### src/rtl/load_store_unit.sv
// load_store_unit: runs datapath loads/stores as valid/ready data-memory bus transactions with stall, extension and fault reporting
module load_store_unit #(
    parameter int TIMEOUT = 255
) (
    input  logic        clock,
    input  logic        reset,
    input  logic        mem_read,
    input  logic        mem_write,
    input  logic [2:0]  funct3,
    input  logic [31:0] address,
    input  logic [31:0] write_data,
    output logic [31:0] read_data,
    output logic        stall,
    output logic        access_fault,
    output logic        bus_valid,
    output logic [31:0] bus_addr,
    output logic [31:0] bus_wdata,
    output logic [3:0]  bus_wstrb,
    input  logic [31:0] bus_rdata,
    input  logic        bus_ready
);
    typedef enum logic [1:0] {IDLE, BUS, DONE} state_t;
    state_t      state, state_next;
    logic [7:0]  counter;
    logic [2:0]  f3_q;
    logic [1:0]  off_q;
    logic        load_q;
    logic        f3_ok, aligned, valid_req, bad_req, timed_out;
    logic [31:0] wdata_n, byte_v, half_v, load_val;
    logic [3:0]  wstrb_n;
    // request legality, store lane steering and load extraction
    always_comb begin
        f3_ok     = mem_read ? funct3 inside {3'd0, 3'd1, 3'd2, 3'd4, 3'd5} : funct3 inside {3'd0, 3'd1, 3'd2};
        aligned   = funct3[1:0] == 2'b01 ? !address[0] : funct3[1:0] == 2'b10 ? address[1:0] == 2'b00 : 1'b1;
        valid_req = (mem_read ^ mem_write) && f3_ok && aligned;
        bad_req   = (mem_read || mem_write) && !valid_req;
        timed_out = counter == 8'(TIMEOUT - 1);
        wdata_n   = funct3[1:0] == 2'b00 ? {4{write_data[7:0]}} : funct3[1:0] == 2'b01 ? {2{write_data[15:0]}} : write_data;
        wstrb_n   = !mem_write ? 4'b0000 : funct3[1:0] == 2'b00 ? 4'b0001 << address[1:0] :
                    funct3[1:0] == 2'b01 ? 4'b0011 << address[1:0] : 4'b1111;
        byte_v    = bus_rdata >> {off_q, 3'b000};
        half_v    = bus_rdata >> {off_q[1], 4'b0000};
        load_val  = f3_q == 3'd0 ? {{24{byte_v[7]}}, byte_v[7:0]} :
                    f3_q == 3'd1 ? {{16{half_v[15]}}, half_v[15:0]} :
                    f3_q == 3'd4 ? {24'd0, byte_v[7:0]} :
                    f3_q == 3'd5 ? {16'd0, half_v[15:0]} : bus_rdata;
    end
    // stall covers the accepting IDLE cycle and every BUS cycle; reset forces it low
    always_comb begin
        stall = !reset && ((state == IDLE && valid_req) || state == BUS);
    end
    // state register
    always_ff @(posedge clock or posedge reset) begin
        if (reset) state <= IDLE;
        else       state <= state_next;
    end
    // next state: accept, wait for ready or timeout, then one commit cycle
    always_comb begin
        state_next = state;
        case (state)
            IDLE:    state_next = valid_req ? BUS : IDLE;
            BUS:     state_next = (bus_ready || timed_out) ? DONE : BUS;
            default: state_next = IDLE;
        endcase
    end
    // bus request, wait counter, load result and fault pulse
    always_ff @(posedge clock or posedge reset) begin
        if (reset) begin
            counter      <= '0;
            f3_q         <= '0;
            off_q        <= '0;
            load_q       <= 1'b0;
            read_data    <= '0;
            access_fault <= 1'b0;
            bus_valid    <= 1'b0;
            bus_addr     <= '0;
            bus_wdata    <= '0;
            bus_wstrb    <= '0;
        end else begin
            access_fault <= 1'b0;
            case (state)
                IDLE: begin
                    if (valid_req) begin
                        bus_valid <= 1'b1;
                        bus_addr  <= {address[31:2], 2'b00};
                        bus_wdata <= wdata_n;
                        bus_wstrb <= wstrb_n;
                        f3_q      <= funct3;
                        off_q     <= address[1:0];
                        load_q    <= mem_read;
                        counter   <= '0;
                    end else if (bad_req) begin
                        access_fault <= 1'b1;
                    end
                end
                BUS: begin
                    if (bus_ready) begin
                        bus_valid <= 1'b0;
                        if (load_q) read_data <= load_val;
                    end else if (timed_out) begin
                        bus_valid    <= 1'b0;
                        access_fault <= 1'b1;
                    end else begin
                        counter <= counter + 8'd1;
                    end
                end
                default: ;
            endcase
        end
    end
endmodule

### config.mk
export PLATFORM = sky130hd
export DESIGN_NAME = load_store_unit
export DESIGN_NICKNAME = d
export VERILOG_FILES = /design/src/rtl/load_store_unit.sv
export SDC_FILE = /design/constraint.sdc
export NUM_CORES = 1
export LEC_CHECK = 0
export ABC_CLOCK_PERIOD_IN_PS = 9600
export CELL_PAD_IN_SITES_DETAIL_PLACEMENT = 1
export CELL_PAD_IN_SITES_GLOBAL_PLACEMENT = 2
export CORE_ASPECT_RATIO = 1.4
export CORE_MARGIN = 10
export CORE_UTILIZATION = 29
export CTS_CLUSTER_SIZE = 20
export DETAILED_ROUTE_END_ITERATION = 6
export PLACE_DENSITY_LB_ADDON = 0.1
export SYNTH_ARGS = -nofsm -noshare
export SYNTH_HDL_FRONTEND = slang
export SYNTH_SLANG_ARGS = --single-unit
### constraint.sdc
create_clock -name clock -period 9.6 [get_ports clock]
set_input_delay 0.96 -clock clock [delete_from_list [all_inputs] [get_ports clock]]
set_output_delay 0.96 -clock clock [all_outputs]
set_load 0.03 [all_outputs]
==> metrics.md, run 1 <==
| Metric | Value |
|---|---|
| Clk slew on worst S/H paths | `0.05 ns` |
| Bufs and invs on worst path | `3` |
| Row count | `59` |
| Post_cts resized | `0` |
| Remaining routing DRC violations | `0` |
| Simple-gate area share of the yosys netlist | `9.21%` |
| Synth Instances | `510` |
| Mapped Area | `0.00549 sq mm` |
| Worst path max stage delay | `0.68 ns` |
| Router iterations before antenna repair | `4` |
| Hold_buf cts | `0` |
| Met3 layer usage reported by global route | `6.24%` |
| Post-route ant nets | `0` |
| Worst-Margin Slew | `0.832 ns` |
| CP cell instances | `clkdlybuf4s50_1 > buf_4 > nand3b_1 > nand3_2 > nor2_4 > o21a_1 > clkdlybuf4s50_1` |
| Tcrit/Tclk final | `45.5%` |
| P_leak | `3.47 nW` |
| Port bufs | `204` |
| Clock Latency Late Sink | `0.42 ns` |
| Setup WS pre-CTS | `5.17 ns` |
| Routed wire per std cell | `20.3 um` |
| Crit Path Max Fanout | `32` |
| Final hold violations | `0` |
| Worst setup EP type | `output pin` |
| Synth Area in Compound Gates | `15.3%` |
| Number of buffers created by CTS | `17` |
| Vias per std cell | `4.83` |
| GRT Total Usage | `15.7%` |
| First-pass GRT wire length | `30200 um` |
| CTS Buffer Depth | `2` |
| M2 GR Usage | `28.1%` |
| Total of max-cap violations | `0` |
| Yosys top cell by area | `dfrtp_1` |
| Nets@finish | `820` |
| Initial core utilization | `29.5%` |
| Endpoints failing setup | `0` |
| Gp weighted congestion | `0.798` |
| Largest net degree at the start of global routing | `48` |
| Global route overflow | `0` |
| Largest family of logic cells by synthesized area | `multiplexers` |
| Async set-or-reset flop fraction in the synthesized netlist | `100%` |
| Syn_area_per_cell | `10.8 sq um` |
| Slew HR | `44.5%` |
| Ys flop type | `dfrtp_1` |
| Die Span Y | `183 um` |
| Worst EP required | `8.64 ns` |
| Most used routing layer in global routing | `met2` |
| Synth Register Bits | `116` |
| Fraction of layout cells with a size suffix above 1 | `13.4%` |
| Slew Limit Fails | `0` |
| Synth Area in Adders | `1.60%` |
| Post-detail-place hpwl | `14900 um` |
| Critical-path top delay cell | `clkdlybuf4s50_1` |
| Crit path kind | `in2out` |
| H-tree lvl count | `4` |
| XOR/XNOR share of the synthesized area | `0.319%` |
| Initial antenna violation count | `0` |
| Part of the Yosys area used for sequential elements | `52.9%` |
| Power Density | `311 mW/mm^2` |
| Core area | `0.0186 sq mm` |
| I/O pin cnt | `207` |
| CP top delay family | `buffers and inverters` |
| Run status | `complete, no violations` |
| Final hold slack | `0.490 ns` |
| Final setup margin | `5.23 ns` |
| Vias | `4664` |
| Number of synthesized flops with an enable pin | `0` |
| Vias in the first global route | `5279` |
| Die X-Extent | `136 um` |
| Multiplexer share of the synthesized area | `16.8%` |
| Area share of the largest cell type after synthesis | `52.9%` |
| Crit start category | `input port` |
| Drt initial violations | `235` |
| Final min period | `4.37 ns` |
| Area grow syn2layout | `51.6%` |
| RSZ-0062 raised after global routing | `false` |
| Setup TNS | `0 ns` |
| Die area | `0.0249 sq mm` |
| Top post-synthesis cells by area | `dfrtp_1 (53%), mux2_2 (9.4%), o21ai_0 (6.1%)` |
| GR Util met1 | `16.3%` |
| Distinct cells, synth | `46` |
| Worst Hold Class | `reg2reg` |
| ANT cells | `0` |
| Top cell by count, worst path | `clkdlybuf4s50_1` |
| YS warnings | `0` |
| Post-CTS Repair Setup Buffers | `0` |
| Critical path arrival | `3.41 ns` |
| Placed cell area | `0.00776 sq mm` |
| Final instance area | `0.00833 sq mm` |
| Achievable Freq | `229 MHz` |
| Final wirelength | `19600 um` |
| Peak supply drop | `0.117 mV` |
| Clock sink total | `116` |
| Clock skew | `0.0108 ns` |
| Post-layout util | `44.8%` |
| CTS tree | `built` |
| CTS root buf | `clkbuf_16` |
state kept, by name, summed over array words and instances (netlist names):
name,count
load_q,1
off_q,2
bus_addr,30
f3_q,3
bus_wstrb,4
access_fault,1
read_data,32
bus_valid,1
counter,8
bus_wdata,32
state,2
worst register-to-register path, stage by stage (launching register included):
cell and delay, ns:
dfrtp_1 0.43, nor2_1 0.19, nand3_2 0.41, nor2_4 0.22, buf_4 0.57, mux2_2 0.44
final timing paths:
| kind | start | end | slack, ns | depth (start not counted) |
|---|---|---|---|---|
| setup / recovery | funct3[1] | stall | 5.23 | 7 |
| hold / removal | bus_addr[2] | bus_addr[2] | 0.49 | 1 |
| setup reg to reg | state[0] | bus_addr[9] | 7.22 | 5 |
| hold reg to reg | bus_addr[2] | bus_addr[2] | 0.49 | 1 |
| max in group asynchronous | reset | bus_wstrb[0] | 7.72 | 3 |
| min in group asynchronous | reset | read_data[10] | 0.91 | 2 |
power by group:
group	internal, mW	leakage (nW)	switching (mW)
Sequential	0.681	1.40	0.130
Combinational	0.505	1.81	0.668
Clock	0.364	0.265	0.244
Total	1.55	3.47	1.04
cells by family (layout without fill, tap and decap cells):
family	count (synthesis)	after routing
AOI/OAI and AO/OA	146	146
muxes	83	83
other	1	2
buffers and inverters	46	257
and+or+nand+nor	109	109
DFF	116	116
xor gates and xnor gates	2	2
adders and majority gates	7	7
per-layer routing:
layer	vias to the layer above	part of all wire, %	wire length [um]
met1	2320	38	7400
li1	2206	-	-
met3	11	7.8	1530
met4	0	1.0	198
met2	127	54	10500
met5	-	0	0
cells in the mapped netlist (all sizes together), types with 2 or more instances:
library cell  number
or3                2
o31ai              2
or4                2
mux2              52
ha                 7
dfrtp            116
nand3b             4
inv               10
nand2             30
nor3               2
o21ai             67
buf               14
a22o               7
nand3              7
a21oi             46
a21o               3
mux2i             29
o21bai             5
nor2              45
and3               6
a22oi              8
o21a               2
a211o              2
clkbuf            21
nor2b              4
mux4               2
final cells by class:
type / instances / area (sq um)
fill: 2075 / 10300
sequential: 116 / 2900
multi-input combinational: 349 / 2390
timing repair buffer: 214 / 2120
clock buffer: 18 / 439
tap: 244 / 305
clock inverter: 14 / 130
inverter: 11 / 43.8
per-stage QoR:
step	std cells	total power [mW]
floorplan	511	1.46
global placement	934	1.99
detailed placement	934	2.02
CTS	966	2.64
global route	966	2.74
finish	966	2.59
placed cells by master, fill, tap and decap left out, types with 2 or more instances in the layout:
master / netlist / layout
a211o_1: 2 / 2
a21o_1: 3 / 3
a21oi_1: 46 / 46
a22o_1: 7 / 7
a22oi_1: 8 / 8
and3_1: 6 / 6
buf_4: 6 / 10
clkbuf_16: 0 / 17
clkdlybuf4s50_1: 0 / 204
clkinv_2: 0 / 2
clkinv_4: 0 / 4
clkinvlp_4: 0 / 5
conb_1: 1 / 2
dfrtp_1: 116 / 116
ha_1: 7 / 7
inv_1: 10 / 9
inv_6: 0 / 2
mux2_1: 6 / 6
mux2_2: 46 / 46
mux2i_1: 29 / 29
mux4_2: 2 / 2
nand2_1: 30 / 30
nand3_1: 6 / 6
nand3b_1: 4 / 4
nor2_1: 44 / 43
nor2b_1: 4 / 4
nor3_1: 2 / 2
o21a_1: 2 / 2
o21ai_0: 67 / 67
o21bai_1: 5 / 5
o31ai_1: 2 / 2
or3_1: 2 / 2
or4_1: 2 / 2
Note: power is estimated with default switching activity, not from simulation.
==> run 2: changes to the inputs <==
--- a/config.mk
+++ b/config.mk
@@ -5,12 +5,12 @@
 export SDC_FILE = /design/constraint.sdc
 export NUM_CORES = 1
 export LEC_CHECK = 0
-export ABC_CLOCK_PERIOD_IN_PS = 9600
+export ABC_CLOCK_PERIOD_IN_PS = 4300
 export CELL_PAD_IN_SITES_DETAIL_PLACEMENT = 1
 export CELL_PAD_IN_SITES_GLOBAL_PLACEMENT = 2
 export CORE_ASPECT_RATIO = 1.4
 export CORE_MARGIN = 10
-export CORE_UTILIZATION = 29
+export CORE_UTILIZATION = 27
 export CTS_CLUSTER_SIZE = 20
 export DETAILED_ROUTE_END_ITERATION = 6
 export PLACE_DENSITY_LB_ADDON = 0.1
==> constraint.sdc (replaced) <==
create_clock -name clock -period 4.3 [get_ports clock]
set_input_delay 0.43 -clock clock [delete_from_list [all_inputs] [get_ports clock]]
set_output_delay 0.43 -clock clock [all_outputs]
set_load 0.03 [all_outputs]
==> metrics.md, run 2 (synthesized netlist as in run 1, its figures left out) <==
| Metric | Value |
|---|---|
| Number of buffers created by CTS | `17` |
| Crit Path Max Fanout | `15` |
| Top Registers | `bus_wdata: 32 flops, read_data: 32 flops, bus_addr: 30 flops` |
| Post_cts resized | `0` |
| Critical path origin | `address[0]` |
| Fraction of layout cells with a size suffix above 1 | `13.8%` |
| Crit start category | `input port` |
| Gp weighted congestion | `0.740` |
| Die Span Y | `189 um` |
| Cell Count, Final, Fillers Out | `976` |
| Slew HR | `46.7%` |
| Row count | `61` |
| Die area | `0.0265 sq mm` |
| Placed Cells | `944` |
| Most frequent cells in the layout | `clkdlybuf4s50_1 (203), dfrtp_1 (116), o21ai_0 (67)` |
| Clock sink total | `116` |
| Setup TNS | `0 ns` |
| Global route overflow | `0` |
| Reg2Reg Depth | `4` |
| Critical-path top delay cell | `clkdlybuf4s50_1` |
| Area grow syn2layout | `52.7%` |
| Post-CTS Repair Setup Buffers | `0` |
| CTS root buf | `clkbuf_16` |
| Largest net degree at the start of global routing | `60` |
| P_leak | `3.49 nW` |
| Final hold slack | `0.486 ns` |
| Die X-Extent | `141 um` |
| Fillers | `2178` |
| Post-route ant nets | `0` |
| Drt initial violations | `142` |
| Vias per std cell | `4.77` |
| Critical path arrival | `2.32 ns` |
| Hold depth | `2` |
| Worst path max stage delay | `0.55 ns` |
| CP top delay family | `buffers and inverters` |
| Hold Path End | `read_data[0]` |
| Total of max-cap violations | `0` |
| Port bufs | `204` |
| Core area | `0.0199 sq mm` |
| Crit path kind | `in2out` |
| Clock Latency Late Sink | `0.41 ns` |
| Worst EP required | `3.87 ns` |
| Final wirelength | `19700 um` |
| Endpoints failing setup | `0` |
| Worst Hold Class | `reg2reg` |
| Run status | `complete, no violations` |
| Slew Limit Fails | `0` |
| Worst setup EP type | `output pin` |
| Routed wire per std cell | `20.2 um` |
| RSZ-0062 raised after global routing | `false` |
| Worst-Margin Slew | `0.799 ns` |
| Tcrit/Tclk final | `63.8%` |
| Vias | `4652` |
| CP cell instances | `clkdlybuf4s50_1 > inv_1 > ha_1 > a2bb2oi_2 > nor2_4 > o21a_1 > buf_12` |
| Remaining routing DRC violations | `0` |
| CTS Buffer Depth | `2` |
| Bufs and invs on worst path | `3` |
| Post-detail-place hpwl | `15100 um` |
| R2r setup slk | `2.04 ns` |
| Final min period | `2.75 ns` |
| Final hold violations | `0` |
| Reg2reg start | `off_q[1]` |
| Peak supply drop | `0.275 mV` |
| ANT cells | `0` |
| CTS tree | `built` |
| Vias in the first global route | `5320` |
| Initial antenna violation count | `0` |
| Nets@finish | `822` |
| Power Density | `697 mW/mm^2` |
| Worst Min Path Start | `read_data[0]` |
| GRT Total Usage | `14.7%` |
| Most common cell after layout, fill and taps aside | `clkdlybuf4s50_1` |
| Clk slew on worst S/H paths | `0.06 ns` |
| Hold_buf cts | `0` |
| Initial core utilization | `27.6%` |
| First-pass GRT wire length | `30800 um` |
| Achievable Freq | `364 MHz` |
| Clock skew | `0.00794 ns` |
| R2r endpoint | `read_data[7]` |
| I/O pin cnt | `207` |
| H-tree lvl count | `4` |
| Router iterations before antenna repair | `4` |
[run 2: changes by cell type in the layout (fill, tap and decap cells not counted)]
cell / previous run / this run
buf_12: 0 / 1
clkinv_2: 2 / 1
bufinv_16: 1 / 2
buf_4: 10 / 12
clkinvlp_4: 5 / 6
clkdlybuf4s50_1: 204 / 203
clkinv_4: 4 / 3
[run 2: cell type report]
type / instances / area [sq um] / area share (%)
Sequential cell: 116 / 2900 / 34.6
Inverter: 11 / 43.8 / 0.522
Multi-Input combinational cell: 349 / 2390 / 28.5
Timing Repair Buffer: 216 / 2140 / 25.5
Tap cell: 252 / 315 / 3.76
Clock inverter: 14 / 154 / 1.84
Clock buffer: 18 / 439 / 5.24
[run 2: power breakdown]
part / leakage, nW / total [mW] / switching (mW) / internal (mW)
logic: 1.82 / 2.60 / 1.47 / 1.13
registers: 1.40 / 1.83 / 0.309 / 1.52
clock network: 0.271 / 1.41 / 0.541 / 0.872
total: 3.49 / 5.85 / 2.32 / 3.53
[run 2: layer usage]
metal / GRT usage, % / up-vias / wire, um / part of all wire [%]
li1: - / 2205 / - / -
met1: 15.3 / 2286 / 7520 / 38
met2: 26.4 / 139 / 10400 / 53
met3: 5.49 / 22 / 1400 / 7.1
met4: 4.70 / 0 / 322 / 1.6
met5: 0 / - / 0 / 0
[run 2: worst min-delay path, stage by stage (launching register included)]
cell and delay (ns):
dfrtp_1 0.34, nand2_1 0.05, o21ai_0 0.06
[run 2: worst max-delay path by stage]
stage                       end  slack (ns)  cells after the start
finish                    stall        1.55                      7
detailed placement  bus_addr[2]        1.49                      7
CTS                       stall        1.51                      7
global placement    bus_addr[2]        1.57                      7
floorplan                 stall        0.54                      2
global route              stall        1.41                      7
[run 2: per-stage QoR]
step	instance area, sq um	utilization (%)	power (mW)	setup slack [ns]
5_1_grt	8380	42.1	6.20	1.41
4_1_cts	8380	42.1	5.96	1.51
6_report	8380	42.1	5.85	1.55
3_3_place_gp	7790	39.1	4.46	1.57
2_1_floorplan	5490	-	3.26	0.545
3_5_place_dp	7790	39.1	4.51	1.49
==> run 3: changes to the inputs <==
--- a/config.mk
+++ b/config.mk
@@ -5,12 +5,12 @@
 export SDC_FILE = /design/constraint.sdc
 export NUM_CORES = 1
 export LEC_CHECK = 0
-export ABC_CLOCK_PERIOD_IN_PS = 4300
+export ABC_CLOCK_PERIOD_IN_PS = 2420
 export CELL_PAD_IN_SITES_DETAIL_PLACEMENT = 1
 export CELL_PAD_IN_SITES_GLOBAL_PLACEMENT = 2
 export CORE_ASPECT_RATIO = 1.4
 export CORE_MARGIN = 10
-export CORE_UTILIZATION = 27
+export CORE_UTILIZATION = 24
 export CTS_CLUSTER_SIZE = 20
 export DETAILED_ROUTE_END_ITERATION = 6
 export PLACE_DENSITY_LB_ADDON = 0.1
==> constraint.sdc (replaced) <==
create_clock -name clock -period 2.42 [get_ports clock]
set_input_delay 0.242 -clock clock [delete_from_list [all_inputs] [get_ports clock]]
set_output_delay 0.242 -clock clock [all_outputs]
set_load 0.03 [all_outputs]
==> metrics.md, run 3 (synthesized netlist as in run 1, its figures left out) <==
| Metric | Value |
|---|---|
| Run status | `complete, no violations` |
| Worst-Margin Slew | `0.650 ns` |
| Achievable Freq | `444 MHz` |
| Routed wire per std cell | `19.9 um` |
| Largest net degree at the start of global routing | `117` |
| Slew Limit Fails | `0` |
| Fraction of layout cells with a size suffix above 1 | `14.5%` |
| Post-layout util | `37.9%` |
| Vias in the first global route | `5489` |
| Vias | `4733` |
| Die Span Y | `199 um` |
| Worst Hold Class | `in2async` |
| Global route overflow | `0` |
| Reg2reg start | `off_q[1]` |
| CTS Buffer Depth | `2` |
| Crit Path Max Fanout | `15` |
| Final hold slack | `0.418 ns` |
| Setup TNS | `0 ns` |
| Tcrit/Tclk final | `93.1%` |
| Vias per std cell | `4.58` |
| Worst path max stage delay | `0.55 ns` |
| Hold_buf cts | `0` |
| Gp weighted congestion | `0.780` |
| Power, Total | `10.3 mW` |
| P_leak | `3.55 nW` |
| Die X-Extent | `148 um` |
| Area grow syn2layout | `55.5%` |
| Most frequent cells in the layout | `clkdlybuf4s50_1 (203), dfrtp_1 (116), o21ai_0 (67)` |
| Post-detail-place hpwl | `15900 um` |
| Slew HR | `56.7%` |
| CP top delay family | `buffers and inverters` |
| Clock skew | `0.0101 ns` |
| Remaining routing DRC violations | `0` |
| Reg2Reg Depth | `4` |
| ANT cells | `0` |
| R2r endpoint | `read_data[7]` |
| Crit start category | `input port` |
| Initial antenna violation count | `0` |
| Top Registers | `bus_wdata: 32 flops, read_data: 32 flops, bus_addr: 30 flops` |
| Final instance area | `0.00854 sq mm` |
| Router iterations before antenna repair | `4` |
| GRT Total Usage | `14.1%` |
| Number of buffers created by CTS | `17` |
| Crit path kind | `in2out` |
| Clk slew on worst S/H paths | `0.06 ns` |
| Clock sink total | `116` |
| Nets@finish | `831` |
| R2r setup slk | `0.44 ns` |
| CTS root buf | `clkbuf_16` |
| Row count | `65` |
| First-pass GRT wire length | `32300 um` |
| I/O pin cnt | `207` |
| Initial core utilization | `24.4%` |
| Endpoints failing setup | `0` |
| Bufs and invs on worst path | `4` |
| Critical path arrival | `2.01 ns` |
| Final wirelength | `20500 um` |
| Core area | `0.0225 sq mm` |
| CTS tree | `built` |
| Final min period | `2.25 ns` |
| Cell Count, Final, Fillers Out | `1033` |
| Post-route ant nets | `0` |
| Placed Cells | `1002` |
| Port bufs | `204` |
| Clock Latency Late Sink | `0.41 ns` |
| H-tree lvl count | `4` |
| Worst setup EP type | `output pin` |
| Die area | `0.0294 sq mm` |
| RSZ-0062 raised after global routing | `false` |
| Post-CTS Repair Setup Buffers | `0` |
| Most common cell after layout, fill and taps aside | `clkdlybuf4s50_1` |
| Post_cts resized | `0` |
| Worst EP required | `2.18 ns` |
| CP cell instances | `clkdlybuf4s50_1 > inv_1 > ha_1 > a2bb2oi_4 > nor2_4 > buf_12 > o21a_1 > buf_12` |
| Final setup margin | `0.167 ns` |
| Total of max-cap violations | `0` |
| Peak supply drop | `0.515 mV` |
| Fillers | `2463` |
| Setup WS pre-CTS | `0.0425 ns` |
| Placed cell area | `0.00798 sq mm` |
| Power Density | `1210 mW/mm^2` |
| Top cell by count, worst path | `buf_12` |
| Drt initial violations | `104` |
| Final hold violations | `0` |
| Critical-path top delay cell | `clkdlybuf4s50_1` |
==> run 3: power by group <==
part           internal [mW]  switching, mW  total (mW)
Clock                   1.45          0.891        2.34
Sequential              2.71          0.478        3.18
Combinational           2.07           2.73        4.80
==> run 3: layer usage <==
layer  wire, um  vias to the layer above  part of all wire [%]  global-route usage, %
met1       7890                     2360                    38                   15.1
met4        211                        0                   1.0                   4.16
met5          0                        -                     0                      0
met3       1690                        9                   8.2                   5.98
met2      10700                      146                    52                   24.8
li1           -                     2218                     -                      -
==> run 3: worst max-delay path by stage <==
stage,to,cells after the start,startpoint
floorplan,stall,2,reset
global placement,bus_wdata[5],7,address[0]
detailed placement,bus_wdata[3],7,address[0]
CTS,stall,8,address[1]
global route,stall,8,address[1]
finish,stall,8,address[1]
==> run 3: layout make-up <==
cell class / instances / area (sq um) / area share (%)
clock buffers: 21 / 460 / 5.39
clock inverters: 10 / 83.8 / 0.982
inverters: 11 / 45.0 / 0.527
multi-input cells: 349 / 2400 / 28.1
flip-flops and latches: 116 / 2900 / 34.0
well taps: 301 / 377 / 4.41
repair buffers: 225 / 2270 / 26.6
==> run 3: tightest hold or removal path, delay by kind of cell <==
kind,cells,cell delay (ns)
buf+inv,3,1.04
